<file path="config.mk">
export PLATFORM = sky130hd
export DESIGN_NAME = zx_cart_bus_ctrl_flat
export DESIGN_NICKNAME = d
export VERILOG_FILES = /design/src/rtl/zx_cart_pkg.sv /design/src/rtl/zx_cart_bus_ctrl_if.sv /design/src/rtl/zx_cart_sync.sv /design/src/rtl/zx_cart_bus_ctrl.sv /design/src/flat_wrapper.sv
export SDC_FILE = /design/constraint.sdc
export NUM_CORES = 1
export LEC_CHECK = 0
export CORE_AREA = 2 2 90 92
export DETAILED_ROUTE_END_ITERATION = 16
export DIE_AREA = 0 0 92 94
export DONT_BUFFER_PORTS = 1
export PLACE_DENSITY = 0.51
export SLEW_MARGIN = 20
export SYNTH_ARGS = -nofsm -noshare
export SYNTH_HDL_FRONTEND = slang
export SYNTH_SLANG_ARGS = --single-unit
</file>
<file path="constraint.sdc">
create_clock -name clk -period 2.3 [get_ports clk]
set_input_delay 0.23 -clock clk [delete_from_list [all_inputs] [get_ports clk]]
set_output_delay 0.23 -clock clk [all_outputs]
set_load 0.005 [all_outputs]
</file>
<file path="src/rtl/zx_cart_pkg.sv">
// zx_cart_pkg: shared types and constants for the ZX cartridge bus controller.
// FSM state enum, I/O port decode keys, ctl bit indices and the debug view.
package zx_cart_pkg;

   typedef enum logic [1:0] {
      IDLE     = 2'd0,
      IO_WR    = 2'd1,
      IO_RD    = 2'd2,
      WAIT_END = 2'd3
   } state_t;

   // Port decode keys, compared against {a15, a14, a13, a7}
   localparam logic [3:0] BANK_PORT = 4'b1100;
   localparam logic [3:0] CTL_PORT  = 4'b1010;

   // ctl register bit indices
   localparam int CTL_DISABLE = 7;
   localparam int CTL_LOCK    = 6;

   // Internal view exposed for observation of the FSM and registers
   typedef struct packed {
      state_t     state;
      logic [7:0] bank;
      logic [7:0] ctl;
      logic       locked;
   } dbg_t;

   // One-hot-low chip select for a 2-bit chip number (bit 0 is CS0)
   function automatic logic [3:0] cs_decode(input logic [1:0] sel);
      return ~(4'b0001 << sel);
   endfunction

endpackage

</file>
<file path="src/rtl/zx_cart_bus_ctrl_if.sv">
// zx_cart_bus_ctrl_if: Z80 side strobes/address/data plus cartridge ROM outputs.
// master = Z80 / bus driver side, slave = the controller.
interface zx_cart_bus_ctrl_if;

   logic       iorq_n;
   logic       mreq_n;
   logic       rd_n;
   logic       wr_n;
   logic       a7;
   logic       a13;
   logic       a14;
   logic       a15;
   logic [7:0] d_in;
   logic [7:0] d_out;
   logic       d_oe;
   logic [5:0] cr_rom_a;
   logic [3:0] cr_rom_cs;
   logic       cr_rom_oe_n;
   logic       zx_rom_blk;

   modport master (
      output iorq_n, mreq_n, rd_n, wr_n, a7, a13, a14, a15, d_in,
      input  d_out, d_oe, cr_rom_a, cr_rom_cs, cr_rom_oe_n, zx_rom_blk
   );

   modport slave (
      input  iorq_n, mreq_n, rd_n, wr_n, a7, a13, a14, a15, d_in,
      output d_out, d_oe, cr_rom_a, cr_rom_cs, cr_rom_oe_n, zx_rom_blk
   );

endinterface

</file>
<file path="src/rtl/zx_cart_sync.sv">
// zx_cart_sync: STAGES-deep flop chain bringing one asynchronous strobe into
// the clk domain. Reset loads the inactive level RESET_VAL (strobes are active
// low, so the default is 1). STAGES must be 2 or 3.
module zx_cart_sync #(
   parameter int   STAGES    = 2,
   parameter logic RESET_VAL = 1'b1
) (
   input  logic clk,
   input  logic reset,
   input  logic d_i,
   output logic q_o
);

   logic [STAGES-1:0] sync_q;

   // Shift the raw strobe through the synchroniser chain
   always_ff @(posedge clk) begin
      if (reset) sync_q <= {STAGES{RESET_VAL}};
      else       sync_q <= {sync_q[STAGES-2:0], d_i};
   end

   assign q_o = sync_q[STAGES-1];

endmodule

</file>
<file path="src/rtl/zx_cart_bus_ctrl.sv">
// zx_cart_bus_ctrl: Z80 cartridge bank/control port controller.
// I/O writes to the bank or ctl port are captured while the cycle is open and
// committed once IORQ is released and no memory cycle is in flight, so a bank
// switch can never land in the middle of an opcode fetch. Cycles that stay
// open for ABORT_CYCLES clocks are abandoned without a commit.
// Optional build macro ZX_CART_LOCK_EN: a committed ctl write with the LOCK bit
// set freezes bank and ctl until reset.
module zx_cart_bus_ctrl
   import zx_cart_pkg::*;
#(
   parameter int SYNC_STAGES  = 2,
   parameter int ABORT_CYCLES = 255
) (
   input  logic              clk,
   input  logic              reset,
   zx_cart_bus_ctrl_if.slave bus,
   output dbg_t              dbg_o
);

   localparam int               CNT_W      = (ABORT_CYCLES < 2) ? 1 : $clog2(ABORT_CYCLES);
   localparam logic [CNT_W-1:0] ABORT_LAST = CNT_W'(ABORT_CYCLES - 1);

   state_t           state_q;
   logic [7:0]       bank_q;
   logic [7:0]       ctl_q;
   logic [7:0]       pend_q;
   logic             port_ctl_q;   // 1: last hit was ctl port, 0: bank port
   logic [CNT_W-1:0] abort_cnt_q;
   logic [CNT_W-1:0] abort_cnt_d;

   logic iorq_s, mreq_s, rd_s, wr_s;
   logic [3:0] addr_key;
   logic bank_hit, ctl_hit, port_hit;
   logic abort_hit;
   logic commit_ev, commit_en;
   logic lock_q;
   logic rom_access;

   zx_cart_sync #(.STAGES(SYNC_STAGES)) u_sync_iorq (.clk(clk), .reset(reset), .d_i(bus.iorq_n), .q_o(iorq_s));
   zx_cart_sync #(.STAGES(SYNC_STAGES)) u_sync_mreq (.clk(clk), .reset(reset), .d_i(bus.mreq_n), .q_o(mreq_s));
   zx_cart_sync #(.STAGES(SYNC_STAGES)) u_sync_rd   (.clk(clk), .reset(reset), .d_i(bus.rd_n),   .q_o(rd_s));
   zx_cart_sync #(.STAGES(SYNC_STAGES)) u_sync_wr   (.clk(clk), .reset(reset), .d_i(bus.wr_n),   .q_o(wr_s));

   // Address is only looked at in IDLE while synchronised IORQ is low
   assign addr_key = {bus.a15, bus.a14, bus.a13, bus.a7};
   assign bank_hit = (addr_key == BANK_PORT);
   assign ctl_hit  = (addr_key == CTL_PORT);
   assign port_hit = bank_hit | ctl_hit;

   assign abort_cnt_d = abort_cnt_q + CNT_W'(1);
   assign abort_hit   = (abort_cnt_q == ABORT_LAST);

   // Commit point: IORQ released and no memory cycle in progress
   assign commit_ev = (state_q == IO_WR) && iorq_s && mreq_s;

`ifdef ZX_CART_LOCK_EN
   // Lock latches on the first committed ctl write carrying the LOCK bit
   always_ff @(posedge clk) begin
      if (reset)                                         lock_q <= 1'b0;
      else if (commit_en && port_ctl_q && pend_q[CTL_LOCK]) lock_q <= 1'b1;
   end
   assign commit_en = commit_ev && !lock_q;
`else
   assign lock_q    = 1'b0;
   assign commit_en = commit_ev;
`endif

   // Bus-cycle FSM: port decode, write capture, deferred commit and abort
   always_ff @(posedge clk) begin
      if (reset) begin
         state_q     <= IDLE;
         bank_q      <= '0;
         ctl_q       <= '0;
         pend_q      <= '0;
         port_ctl_q  <= 1'b0;
         abort_cnt_q <= '0;
      end else begin
         case (state_q)
            IDLE: begin
               abort_cnt_q <= '0;
               if (!iorq_s) begin
                  if (!rd_s && !wr_s) begin
                     state_q <= WAIT_END;
                  end else if (!rd_s || !wr_s) begin
                     if (port_hit) begin
                        // exactly one of rd/wr is low here
                        state_q    <= wr_s ? IO_RD : IO_WR;
                        port_ctl_q <= ctl_hit;
                     end else begin
                        state_q <= WAIT_END;
                     end
                  end
               end
            end
            IO_WR: begin
               if (iorq_s && mreq_s) begin
                  if (commit_en) begin
                     if (port_ctl_q) ctl_q  <= pend_q;
                     else            bank_q <= pend_q;
                  end
                  state_q <= IDLE;
               end else if (abort_hit) begin
                  state_q <= WAIT_END;
               end else begin
                  abort_cnt_q <= abort_cnt_d;
                  if (!iorq_s) pend_q <= bus.d_in;
               end
            end
            IO_RD: begin
               if (iorq_s) begin
                  state_q <= IDLE;
               end else if (abort_hit) begin
                  state_q <= WAIT_END;
               end else begin
                  abort_cnt_q <= abort_cnt_d;
               end
            end
            WAIT_END: begin
               if (iorq_s) state_q <= IDLE;
            end
            default: state_q <= IDLE;
         endcase
      end
   end

   // Read-back path; the drive enable uses raw strobes so the bus is released
   // the moment the Z80 ends the cycle
   assign bus.d_out = port_ctl_q ? ctl_q : bank_q;
   assign bus.d_oe  = (state_q == IO_RD) && !bus.iorq_n && !bus.rd_n;

   // Cartridge page/chip select: bank[7:6] selects the chip, bank[5:0] the page
   assign bus.cr_rom_a  = bus.a13 ? bank_q[5:0] : 6'd0;
   assign bus.cr_rom_cs = bus.a13 ? cs_decode(bank_q[7:6]) : 4'b1110;

   // Internal ROM is blocked whenever the cartridge answers a low-16K read
   assign rom_access      = !bus.mreq_n && !bus.rd_n && !bus.a15 && !bus.a14 && !ctl_q[CTL_DISABLE];
   assign bus.cr_rom_oe_n = !rom_access;
   assign bus.zx_rom_blk  = rom_access;

   assign dbg_o.state  = state_q;
   assign dbg_o.bank   = bank_q;
   assign dbg_o.ctl    = ctl_q;
   assign dbg_o.locked = lock_q;

endmodule

</file>
<file path="src/flat_wrapper.sv">
// flat-port wrapper written by rule: the top's interface ports become plain ports
module zx_cart_bus_ctrl_flat import zx_cart_pkg::*;
#(
   parameter int SYNC_STAGES  = 2,
   parameter int ABORT_CYCLES = 255
)
  (clk, reset, dbg_o, bus_iorq_n, bus_mreq_n, bus_rd_n, bus_wr_n, bus_a7, bus_a13, bus_a14, bus_a15, bus_d_in, bus_d_out, bus_d_oe, bus_cr_rom_a, bus_cr_rom_cs, bus_cr_rom_oe_n, bus_zx_rom_blk);
  zx_cart_bus_ctrl_if bus_i ();
  input  logic clk;
  input  logic reset;
  output dbg_t dbg_o;
  input wire logic [$bits(bus_i.iorq_n)-1:0] bus_iorq_n;
  input wire logic [$bits(bus_i.mreq_n)-1:0] bus_mreq_n;
  input wire logic [$bits(bus_i.rd_n)-1:0] bus_rd_n;
  input wire logic [$bits(bus_i.wr_n)-1:0] bus_wr_n;
  input wire logic [$bits(bus_i.a7)-1:0] bus_a7;
  input wire logic [$bits(bus_i.a13)-1:0] bus_a13;
  input wire logic [$bits(bus_i.a14)-1:0] bus_a14;
  input wire logic [$bits(bus_i.a15)-1:0] bus_a15;
  input wire logic [$bits(bus_i.d_in)-1:0] bus_d_in;
  output wire logic [$bits(bus_i.d_out)-1:0] bus_d_out;
  output wire logic [$bits(bus_i.d_oe)-1:0] bus_d_oe;
  output wire logic [$bits(bus_i.cr_rom_a)-1:0] bus_cr_rom_a;
  output wire logic [$bits(bus_i.cr_rom_cs)-1:0] bus_cr_rom_cs;
  output wire logic [$bits(bus_i.cr_rom_oe_n)-1:0] bus_cr_rom_oe_n;
  output wire logic [$bits(bus_i.zx_rom_blk)-1:0] bus_zx_rom_blk;
  assign bus_i.iorq_n = bus_iorq_n;
  assign bus_i.mreq_n = bus_mreq_n;
  assign bus_i.rd_n = bus_rd_n;
  assign bus_i.wr_n = bus_wr_n;
  assign bus_i.a7 = bus_a7;
  assign bus_i.a13 = bus_a13;
  assign bus_i.a14 = bus_a14;
  assign bus_i.a15 = bus_a15;
  assign bus_i.d_in = bus_d_in;
  assign bus_d_out = bus_i.d_out;
  assign bus_d_oe = bus_i.d_oe;
  assign bus_cr_rom_a = bus_i.cr_rom_a;
  assign bus_cr_rom_cs = bus_i.cr_rom_cs;
  assign bus_cr_rom_oe_n = bus_i.cr_rom_oe_n;
  assign bus_zx_rom_blk = bus_i.zx_rom_blk;
  zx_cart_bus_ctrl #(.SYNC_STAGES(SYNC_STAGES), .ABORT_CYCLES(ABORT_CYCLES)) u_core (.clk(clk), .reset(reset), .bus(bus_i), .dbg_o(dbg_o));
endmodule
</file>
==> flow_summary.yaml, run 1 <==
critical_path:
  slowest_delay_ns: 0.55
  end_kind: "register"
  critical_path.n_buffers_inverters: 1
  critical_path.most_common_cell: "sky130_fd_sc_hd__a21o_1"
  criticalPathCategory: "reg -> reg"
  timing.critical_path.fanout_max: 14
  arrival_ns: 2.32
  timing.critical_path.cells: "inv_1 -> ha_1 -> a21o_1 -> a21o_1 -> or4_1 -> a21boi_1"
  crit_family: "compound AO/OA/AOI/OAI gates"
  cp.required_ns: 2.53
  cp-start-kind: "register"
  critical_path.slowest_cell: "sky130_fd_sc_hd__or4_1"
power_and_ir_drop:
  total_power_mw: 1.42
  power.leakage_nw: 0.820
  power.ir.vdd_worst_mv: 0.214
  p_per_area_nw_per_um2: 633
timing:
  setup_repair_after_global_routing_missed_its_margin: "false"
  fin_tns_setup_ns: 0
  hold_viol: 0
  final-max-slew-violation-count: 0
  period_share_pct: 90.9
  tightestPinTransition_ns: 1.02
  timing.max_slew.rel_slack_pct: 31.9
  hold_ws_ns: 0.0341
  period_minus_slack_ns: 2.09
  setup_failing_eps_final: 0
  achievable-frequency_mhz: 479
  worst_clock_skew_ns: 0.00439
clock_network:
  tritoncts_num_sinks: 43
  cts.htree.levels: 2
  clk_root_buffer_cell: "sky130_fd_sc_hd__clkbuf_8"
  tritoncts.num_buffers: 5
  clkSlewWorstSetupHoldPaths_ns: 0.08
  buffer_count_from_post_cts_setup_fixing: 0
  worstSkewPairLatency_ns: 0.29
  cts_tree: "built"
  max-clock-path-buffers: 2
  postCtsResizedCells: 0
global_routing:
  grt_first_pass_wirelength_mm: 8.20
  global_route.overflow_total: 0
  global_route.usage.total_pct: 12.2
  grt_antenna_before_repair: 1
  number_of_global_route_vias_before_repair: 1575
  pin_count_of_the_biggest_net_entering_global_routing: 27
final_layout:
  most_common_cell_after_layout_fill_and_taps_aside: "sky130_fd_sc_hd__dfxtp_1"
  synthToLayoutAreaGrowth_pct: 9.82
  mostFrequentLayoutCells: "sky130_fd_sc_hd__dfxtp_1 (43), sky130_fd_sc_hd__nand2_1 (36), sky130_fd_sc_hd__a21oi_1 (22)"
  final_layout_size_suffix_gt1_share_pct: 10.5
  fillers: 839
  antenna_cells_inserted: 0
  num-nets-final: 261
  final_cell_area_um2: 2240
synthesis:
  syn_nets: 260
  yosys.area_share.simple_pct: 23.8
  synth_warnings: 0
  largest_family_of_logic_cells_by_synthesized_area: "simple AND/OR/NAND/NOR gates"
  synth-main-ff-cell: "sky130_fd_sc_hd__dfxtp_1"
  async_reset_ff_share_pct: 0
  yosys_register_bits: 43
  syn_area_um2: 2040
  post_synth_fa_ha_maj_area_fraction_pct: 4.29
  postSynthAreaPerCell_um2: 8.68
  synthesis.instances: 235
  post_synth_num_cell_types: 47
  synth_xor_xnor_area_share_pct: 0.859
  ys_seq_area_share_pct: 42.2
  synth_compound_area_share_pct: 15.2
  synth-edff-count: 0
  synthMuxAreaShare_pct: 9.33
drt:
  drtAntennaViolNets: 0
  via_count: 1620
  drt_pre_antenna_iters: 4
  drc: 0
  met2WireLength_mm: 2.34
  routed_wirelength_mm: 5.10
  wl_met3_um: 397
  highest-signal-layer: "met5"
  met1Wirelength_mm: 2.25
  number_of_vias_per_cell: 4.78
  drtIter0Drc: 69
  drt-wirelength-per-cell_um: 15.1
floorplan:
  die-height_um: 94
  ios: 58
  starting_utilization_of_the_core_area_pct: 26.8
  die-area_um2: 8650
  core-area_um2: 7610
  die_width_um: 92
  number_of_placement_rows: 32
flow_run:
  timing.max_cap.violations: 0
place:
  finalWeightedCongestion: 0.787
  place_area_um2: 2120
  io_buffer_count: 0
  hpwlAfterDp_mm: 3.64
status:
  run_status: "complete, no violations"
min_path:
  worst_hold_class: "in -> reg"
## layout make-up
type / instances / area (µm²) / share of cell area [%]
multi-input combinational: 173 / 1090 / 48.9
sequential: 43 / 861 / 38.4
tap: 102 / 128 / 5.70
clock buffer: 6 / 72.6 / 3.24
timing repair buffer: 4 / 37.5 / 1.68
inverter: 9 / 33.8 / 1.51
clock inverter: 2 / 12.5 / 0.559
## flip-flops by register name (all words and copies together), names as in the netlist
| name | count |
|---|---|
| u_core.pend_q | 8 |
| u_core.bank_q | 8 |
| u_core.port_ctl_q | 1 |
| u_core.state_q | 2 |
| u_core.ctl_q | 8 |
| u_core.u_sync_rd.sync_q | 2 |
| u_core.u_sync_wr.sync_q | 2 |
| u_core.u_sync_iorq.sync_q | 2 |
| u_core.u_sync_mreq.sync_q | 2 |
| u_core.abort_cnt_q | 8 |
## per-stage QoR
step	cells	util, %	setup WS, ns
final	339	29.4	0.210
after global routing	339	29.4	0.0678
after global placement	328	27.9	0.308
after detailed placement	328	27.9	0.224
after floorplan	235	-	0.507
after CTS	338	29.3	0.192
## per-layer routing
| layer | vias to the layer above | track usage (%) |
|---|---|---|
| met3 | 11 | 5.46 |
| met5 | - | 0 |
| met1 | 750 | 14.7 |
| met2 | 38 | 19.2 |
| li1 | 819 | - |
| met4 | 2 | 4.73 |
## synth_stat cells, types with 2 or more instances
master | n | area share (%)
sky130_fd_sc_hd__nand4_1 | 4 | 1.2
sky130_fd_sc_hd__nand2b_1 | 3 | 0.92
sky130_fd_sc_hd__mux2i_1 | 10 | 4.9
sky130_fd_sc_hd__a211oi_1 | 2 | 0.74
sky130_fd_sc_hd__nand3b_1 | 2 | 0.74
sky130_fd_sc_hd__o31ai_1 | 4 | 1.5
sky130_fd_sc_hd__clkbuf_1 | 6 | 1.1
sky130_fd_sc_hd__mux2_2 | 8 | 4.4
sky130_fd_sc_hd__a21o_1 | 2 | 0.74
sky130_fd_sc_hd__a21oi_1 | 22 | 5.4
sky130_fd_sc_hd__nor3_1 | 6 | 1.5
sky130_fd_sc_hd__or4_1 | 3 | 1.1
sky130_fd_sc_hd__inv_1 | 9 | 1.7
sky130_fd_sc_hd__nand2_1 | 36 | 6.6
sky130_fd_sc_hd__nor2_1 | 13 | 2.4
sky130_fd_sc_hd__or2_2 | 8 | 2.5
sky130_fd_sc_hd__dfxtp_1 | 43 | 42
sky130_fd_sc_hd__o21ai_0 | 6 | 1.5
sky130_fd_sc_hd__ha_1 | 7 | 4.3
sky130_fd_sc_hd__and2_1 | 7 | 2.1
sky130_fd_sc_hd__nand3_1 | 5 | 1.2
sky130_fd_sc_hd__a21boi_1 | 4 | 1.5
## power breakdown
group	switching (mW)	total (mW)	internal, mW
sequential	0.0156	0.775	0.760
combinational	0.102	0.170	0.0687
clock	0.259	0.471	0.212
total	0.376	1.42	1.04
## cells by family (layout without fill, tap and decap cells)
family | Yosys count | in the layout
DFF | 43 | 43
AOI/OAI and AO/OA | 49 | 49
and+or+nand+nor | 96 | 96
muxes | 18 | 18
adders and majority gates | 7 | 7
xor gates and xnor gates | 2 | 2
buffers and inverters | 19 | 21
other | 1 | 1
## timing repair
| item | CTS | global route |
|---|---|---|
| hold endpoints to repair | 26 | 1 |
| setup endpoints to repair | 0 | 0 |
| hold buffers | 2 | 1 |
## final timing paths
path / startpoint / to / slack (ns) / cells after the start
setup / recovery: u_core.state_q[1]$_SDFFE_PP0P_ / u_core.abort_cnt_q[5]$_SDFFE_PP0P_ / 0.21 / 6
setup reg to reg: u_core.state_q[1]$_SDFFE_PP0P_ / u_core.abort_cnt_q[5]$_SDFFE_PP0P_ / 0.21 / 6
hold / removal: bus_wr_n / u_core.u_sync_wr.sync_q[0]$_SDFF_PP1_ / 0.03 / 1
hold reg to reg: u_core.u_sync_rd.sync_q[0]$_SDFF_PP1_ / u_core.u_sync_rd.sync_q[1]$_SDFF_PP1_ / 0.41 / 1
Power figures use the tool's default switching activity.
==> run 2: changes to the inputs <==
Settings changed: CORE_AREA 2 2 90 92 to 2 2 86 97, DIE_AREA 0 0 92 94 to 0 0 88 99, SETUP_SLACK_MARGIN set to 0.4.
==> run 2 against run 1 <==
Compared with the run above: clock power increased by 27%; via count decreased by 1.4%; worst setup slack improved by 0.26 ns; global-route usage decreased by 0.91 points; sequential share of layout area decreased by 0.55 points; fmax increased by 14%; largest power group unchanged.
==> flow_summary.yaml, run 2 (same netlist as run 1, synthesis figures left out) <==
drt:
  drtAntennaViolNets: 0
  drc: 0
  drt-wirelength-per-cell_um: 13.9
  routed_wirelength_mm: 4.75
  drtIter0Drc: 73
  drt_pre_antenna_iters: 4
  via_count: 1597
  number_of_vias_per_cell: 4.66
timing:
  period_share_pct: 79.4
  final-max-slew-violation-count: 0
  period_minus_slack_ns: 1.83
  fin_tns_setup_ns: 0
  tightestPinTransition_ns: 0.582
  achievable-frequency_mhz: 548
  timing.max_slew.rel_slack_pct: 61.1
  setup_failing_eps_final: 0
  hold_viol: 0
  worst_clock_skew_ns: 0.0117
  setup_repair_after_global_routing_missed_its_margin: "false"
  hold_ws_ns: 0.0312
place:
  finalWeightedCongestion: 0.733
  hpwlAfterDp_mm: 3.43
  io_buffer_count: 0
  dp.cells: 334
final_layout:
  final_core_utilization_pct: 29.8
  most_common_cell_after_layout_fill_and_taps_aside: "sky130_fd_sc_hd__dfxtp_1"
  fillers: 822
  synthToLayoutAreaGrowth_pct: 12.4
  mostFrequentLayoutCells: "sky130_fd_sc_hd__dfxtp_1 (41), sky130_fd_sc_hd__nand2_1 (36), sky130_fd_sc_hd__a21oi_1 (22)"
  antenna_cells_inserted: 0
  num-nets-final: 259
  final_layout_size_suffix_gt1_share_pct: 14.9
  final_cells: 343
clock_network:
  clkSlewWorstSetupHoldPaths_ns: 0.08
  tritoncts.num_buffers: 5
  cts.htree.levels: 2
  cts_tree: "built"
  max-clock-path-buffers: 2
  tritoncts_num_sinks: 43
  clk_root_buffer_cell: "sky130_fd_sc_hd__clkbuf_8"
  worstSkewPairLatency_ns: 0.30
  buffer_count_from_post_cts_setup_fixing: 0
floorplan:
  number_of_placement_rows: 34
  die-height_um: 99
  starting_utilization_of_the_core_area_pct: 26.5
  core-area_um2: 7700
  ios: 58
  die-area_um2: 8710
  die_width_um: 88
power_and_ir_drop:
  power.ir.vdd_worst_mv: 0.239
  power.leakage_nw: 0.828
  p_per_area_nw_per_um2: 680
  total_power_mw: 1.56
critical_path:
  end_kind: "register"
  timing.critical_path.fanout_max: 14
  criticalPathCategory: "reg -> reg"
  cp-start-kind: "register"
  cp.required_ns: 2.53
  arrival_ns: 2.06
global_routing:
  global_route.overflow_total: 0
  grt_antenna_before_repair: 0
  pin_count_of_the_biggest_net_entering_global_routing: 30
  grt_first_pass_wirelength_mm: 7.58
  number_of_global_route_vias_before_repair: 1507
  global_route.usage.total_pct: 11.3
min_path:
  worst_hold_class: "in -> reg"
flow_run:
  timing.max_cap.violations: 0
status:
  run_status: "complete, no violations"
## run 2: area by class of cell
type                            count  area, µm²  share of cell area (%)
Multi-Input combinational cell    173       1130                    49.3
Sequential cell                    43        868                    37.9
Tap cell                          108        135                    5.90
Clock buffer                        5       68.8                    3.00
Clock inverter                      3       43.8                    1.91
Inverter                            9       33.8                    1.47
Timing Repair Buffer                2       12.5                   0.546
## run 2: repair_timing
action | CTS | global route
hold buffers | 1 | 0
setup endpoints to repair | 6 | 6
resized for setup | 5 | 7
endpoints found under the hold margin | 29 | 0
pin swaps | 0 | 1
## run 2: report_power, final
group | switching, mW | total [mW] | internal [mW]
sequential | 0.0174 | 0.779 | 0.761
clock | 0.273 | 0.597 | 0.324
combinational | 0.102 | 0.183 | 0.0814
## run 2: per-stage QoR
step	setup slack [ns]	area, µm²
global route	0.401	2290
detailed placement	0.284	2130
global placement	0.319	2130
finish	0.474	2290
floorplan	0.507	2040
CTS	0.414	2270
## run 2: path summary, 6_finish.rpt
check	end	cells after the start	startpoint	slack, ns
max	u_core.abort_cnt_q[5]$_SDFFE_PP0P_	6	u_core.state_q[0]$_SDFFE_PP0P_	0.47
min	u_core.u_sync_wr.sync_q[0]$_SDFF_PP1_	1	bus_wr_n	0.03
max reg2reg	u_core.abort_cnt_q[5]$_SDFFE_PP0P_	6	u_core.state_q[0]$_SDFFE_PP0P_	0.47
min reg2reg	u_core.u_sync_wr.sync_q[1]$_SDFF_PP1_	1	u_core.u_sync_wr.sync_q[0]$_SDFF_PP1_	0.41
## run 2: metal layers
metal  GRT usage, %  share of wire, %  vias up
met5              0                 0        -
met4           4.26               1.5        0
met3           4.10               6.1        6
met2           17.7                48       31
met1           14.2                44      748
li1               -                 -      812
## run 2: critical path, cell delays in order, from the launching register on
cell and delay, ns:
sky130_fd_sc_hd__dfxtp_4 0.39, sky130_fd_sc_hd__inv_2 0.07, sky130_fd_sc_hd__ha_2 0.21, sky130_fd_sc_hd__a21o_1 0.17, sky130_fd_sc_hd__a21o_4 0.26, sky130_fd_sc_hd__or4_1 0.52
sky130_fd_sc_hd__a21boi_1 0.15
==> run 3: changes to the inputs <==
Settings changed: PLACE_DENSITY 0.51 to 0.52.
Clock period 2.3 ns to 1.5 ns, I/O delays scaled along.
==> run 3 against run 2 <==
Compared with the run above: combinational power rose to 2.7 times the previous value; critical path type unchanged; fmax up 5.7%; sequential share of layout area down 7.9 points; the flow now finishes with violations (negative hold slack, negative setup slack); worst setup slack worse by 0.70 ns; non-clock buffer count up 39; largest power group unchanged; final area up 28%; sequential power up 53%; total power up 57%; sequential cell count unchanged.
==> flow_summary.yaml, run 3 (same netlist as run 1, synthesis figures left out) <==
critical_path:
  criticalPathCategory: "reg -> reg"
  timing.critical_path.cells: "inv_4 -> ha_4 -> a21o_1 -> a21o_4 -> or4_4 -> a21boi_2"
  timing.rr.end: "u_core.abort_cnt_q[7]$_SDFFE_PP0P_"
  timing.reg2reg.worst_path_depth: 6
  cp.required_ns: 1.74
  critical_path.slowest_cell: "sky130_fd_sc_hd__or4_4"
  r2r_setup_slack_ns: -0.23
  critical_path.n_buffers_inverters: 1
  slowest_delay_ns: 0.48
  arrival_ns: 1.96
  startpoint: "u_core.state_q[1]$_SDFFE_PP0P_"
  timing.critical_path.fanout_max: 6
  cp-start-kind: "register"
  end_kind: "register"
  crit_family: "compound AO/OA/AOI/OAI gates"
  r2r-start: "u_core.state_q[1]$_SDFFE_PP0P_"
drt:
  routed_wirelength_mm: 5.13
  drtAntennaViolNets: 0
  via_count: 1774
  drc: 0
  drtIter0Drc: 52
  drt-wirelength-per-cell_um: 13.4
  number_of_vias_per_cell: 4.63
  drt_pre_antenna_iters: 4
timing:
  postLayoutSetupSlackWorst_ns: -0.227
  hold_ws_ns: -0.0879
  achievable-frequency_mhz: 579
  worst_clock_skew_ns: 0.00786
  period_minus_slack_ns: 1.73
  fin_tns_setup_ns: -1.52
  final-max-slew-violation-count: 0
  period_share_pct: 115
  hold_viol: 37
  setup_failing_eps_final: 10
  setup_repair_after_global_routing_missed_its_margin: "true"
power_and_ir_drop:
  total_power_mw: 2.44
  power.leakage_nw: 1.09
  p_per_area_nw_per_um2: 832
  power.ir.vdd_worst_mv: 0.313
clock_network:
  tritoncts.num_buffers: 5
  cts_hold_buf: 4
  cts.htree.levels: 2
  worstSkewPairLatency_ns: 0.30
  clkSlewWorstSetupHoldPaths_ns: 0.09
  cts_tree: "built"
  max-clock-path-buffers: 2
  tritoncts_num_sinks: 43
  clk_root_buffer_cell: "sky130_fd_sc_hd__clkbuf_8"
place:
  finalWeightedCongestion: 0.781
  hpwlAfterDp_mm: 3.57
  io_buffer_count: 0
  place_ws_ns: -0.300
  dp.cells: 360
min_path:
  worst_hold_startpoint: "reset"
  worst_hold_class: "in -> reg"
  hold_depth: 1
  hold-path-endpoint: "u_core.abort_cnt_q[1]$_SDFFE_PP0P_"
global_routing:
  grt_antenna_before_repair: 0
  global_route.usage.total_pct: 11.6
  pin_count_of_the_biggest_net_entering_global_routing: 39
  number_of_global_route_vias_before_repair: 1631
  global_route.overflow_total: 0
  grt_first_pass_wirelength_mm: 7.89
floorplan:
  number_of_placement_rows: 34
  ios: 58
  die-area_um2: 8710
  die-height_um: 99
  starting_utilization_of_the_core_area_pct: 26.5
  core-area_um2: 7700
  die_width_um: 88
status:
  run_status: "finished with violations"
  failed_checks: "negative hold slack, negative setup slack"
final_layout:
  mostFrequentLayoutCells: "sky130_fd_sc_hd__dfxtp_1 (34), sky130_fd_sc_hd__buf_4 (31), sky130_fd_sc_hd__nand2_1 (24)"
  num-nets-final: 299
  most_common_cell_after_layout_fill_and_taps_aside: "sky130_fd_sc_hd__dfxtp_1"
  antenna_cells_inserted: 0
  fillers: 777
  final_layout_size_suffix_gt1_share_pct: 45.1
  final_cells: 383
  synthToLayoutAreaGrowth_pct: 44.0
flow_run:
  timing.max_cap.violations: 0
[run 3: cell types whose count changed in the layout (fill, tap and decap cells not counted), moves of 7 or more]
| cell | delta |
|---|---|
| sky130_fd_sc_hd__buf_4 | +30 |
| sky130_fd_sc_hd__nand2_1 | -12 |
| sky130_fd_sc_hd__a21oi_1 | -11 |
| sky130_fd_sc_hd__a21oi_2 | +11 |
| sky130_fd_sc_hd__mux2_2 | -8 |
| sky130_fd_sc_hd__mux2_4 | +8 |
| sky130_fd_sc_hd__dfxtp_1 | -7 |
| sky130_fd_sc_hd__nand2_2 | +7 |
[run 3: how the worst max path moves through the flow]
stage / to / cells past startpoint
after floorplan: u_core.abort_cnt_q[3]$_SDFFE_PP0P_ / 7
after global placement: u_core.abort_cnt_q[2]$_SDFFE_PP0P_ / 6
after detailed placement: u_core.abort_cnt_q[2]$_SDFFE_PP0P_ / 6
after CTS: u_core.abort_cnt_q[1]$_SDFFE_PP0P_ / 6
after global routing: u_core.abort_cnt_q[7]$_SDFFE_PP0P_ / 6
final: u_core.abort_cnt_q[7]$_SDFFE_PP0P_ / 6
[run 3: worst register-to-register path, cell delays in order (launching register included)]
cell,delay (ns)
sky130_fd_sc_hd__dfxtp_4,0.39
sky130_fd_sc_hd__inv_4,0.06
sky130_fd_sc_hd__ha_4,0.16
sky130_fd_sc_hd__a21o_1,0.19
sky130_fd_sc_hd__a21o_4,0.25
sky130_fd_sc_hd__or4_4,0.48
sky130_fd_sc_hd__a21boi_2,0.14
[run 3: area by class of cell]
| class | instances | area, µm² | area share [%] |
|---|---|---|---|
| Clock buffer | 5 | 68.8 | 2.34 |
| Clock inverter | 3 | 22.5 | 0.767 |
| Inverter | 9 | 41.3 | 1.41 |
| Multi-Input combinational cell | 174 | 1420 | 48.4 |
| Sequential cell | 43 | 882 | 30.0 |
| Tap cell | 108 | 135 | 4.60 |
| Timing Repair Buffer | 41 | 367 | 12.5 |
[run 3: metal layers]
metal,GRT usage (%),wire [µm]
met5,0,0
met4,3.91,81
met3,3.02,190
met2,19.9,2610
met1,13.8,2250
[run 3: what timing repair did]
action | in CTS | in global routing
gates cloned | 0 | 1
gates resized for setup | 32 | 50
pin swaps | 21 | 29
hold endpoints to repair | 37 | 37
setup buffers | 7 | 3
endpoints found under the setup margin | 46 | 49
[run 3: where the power goes]
group | switching [mW] | total (mW) | internal, mW
Combinational | 0.225 | 0.492 | 0.266
Sequential | 0.0279 | 1.19 | 1.16
Clock | 0.427 | 0.762 | 0.335
[run 3: stage by stage]
| step | area, µm² | utilization [%] |
|---|---|---|
| final | 2940 | 38.2 |
| after global routing | 2940 | 38.2 |
| after CTS | 2740 | 35.5 |
| after detailed placement | 2410 | 31.4 |
| after global placement | 2410 | 31.4 |
| after floorplan | 2140 | - |
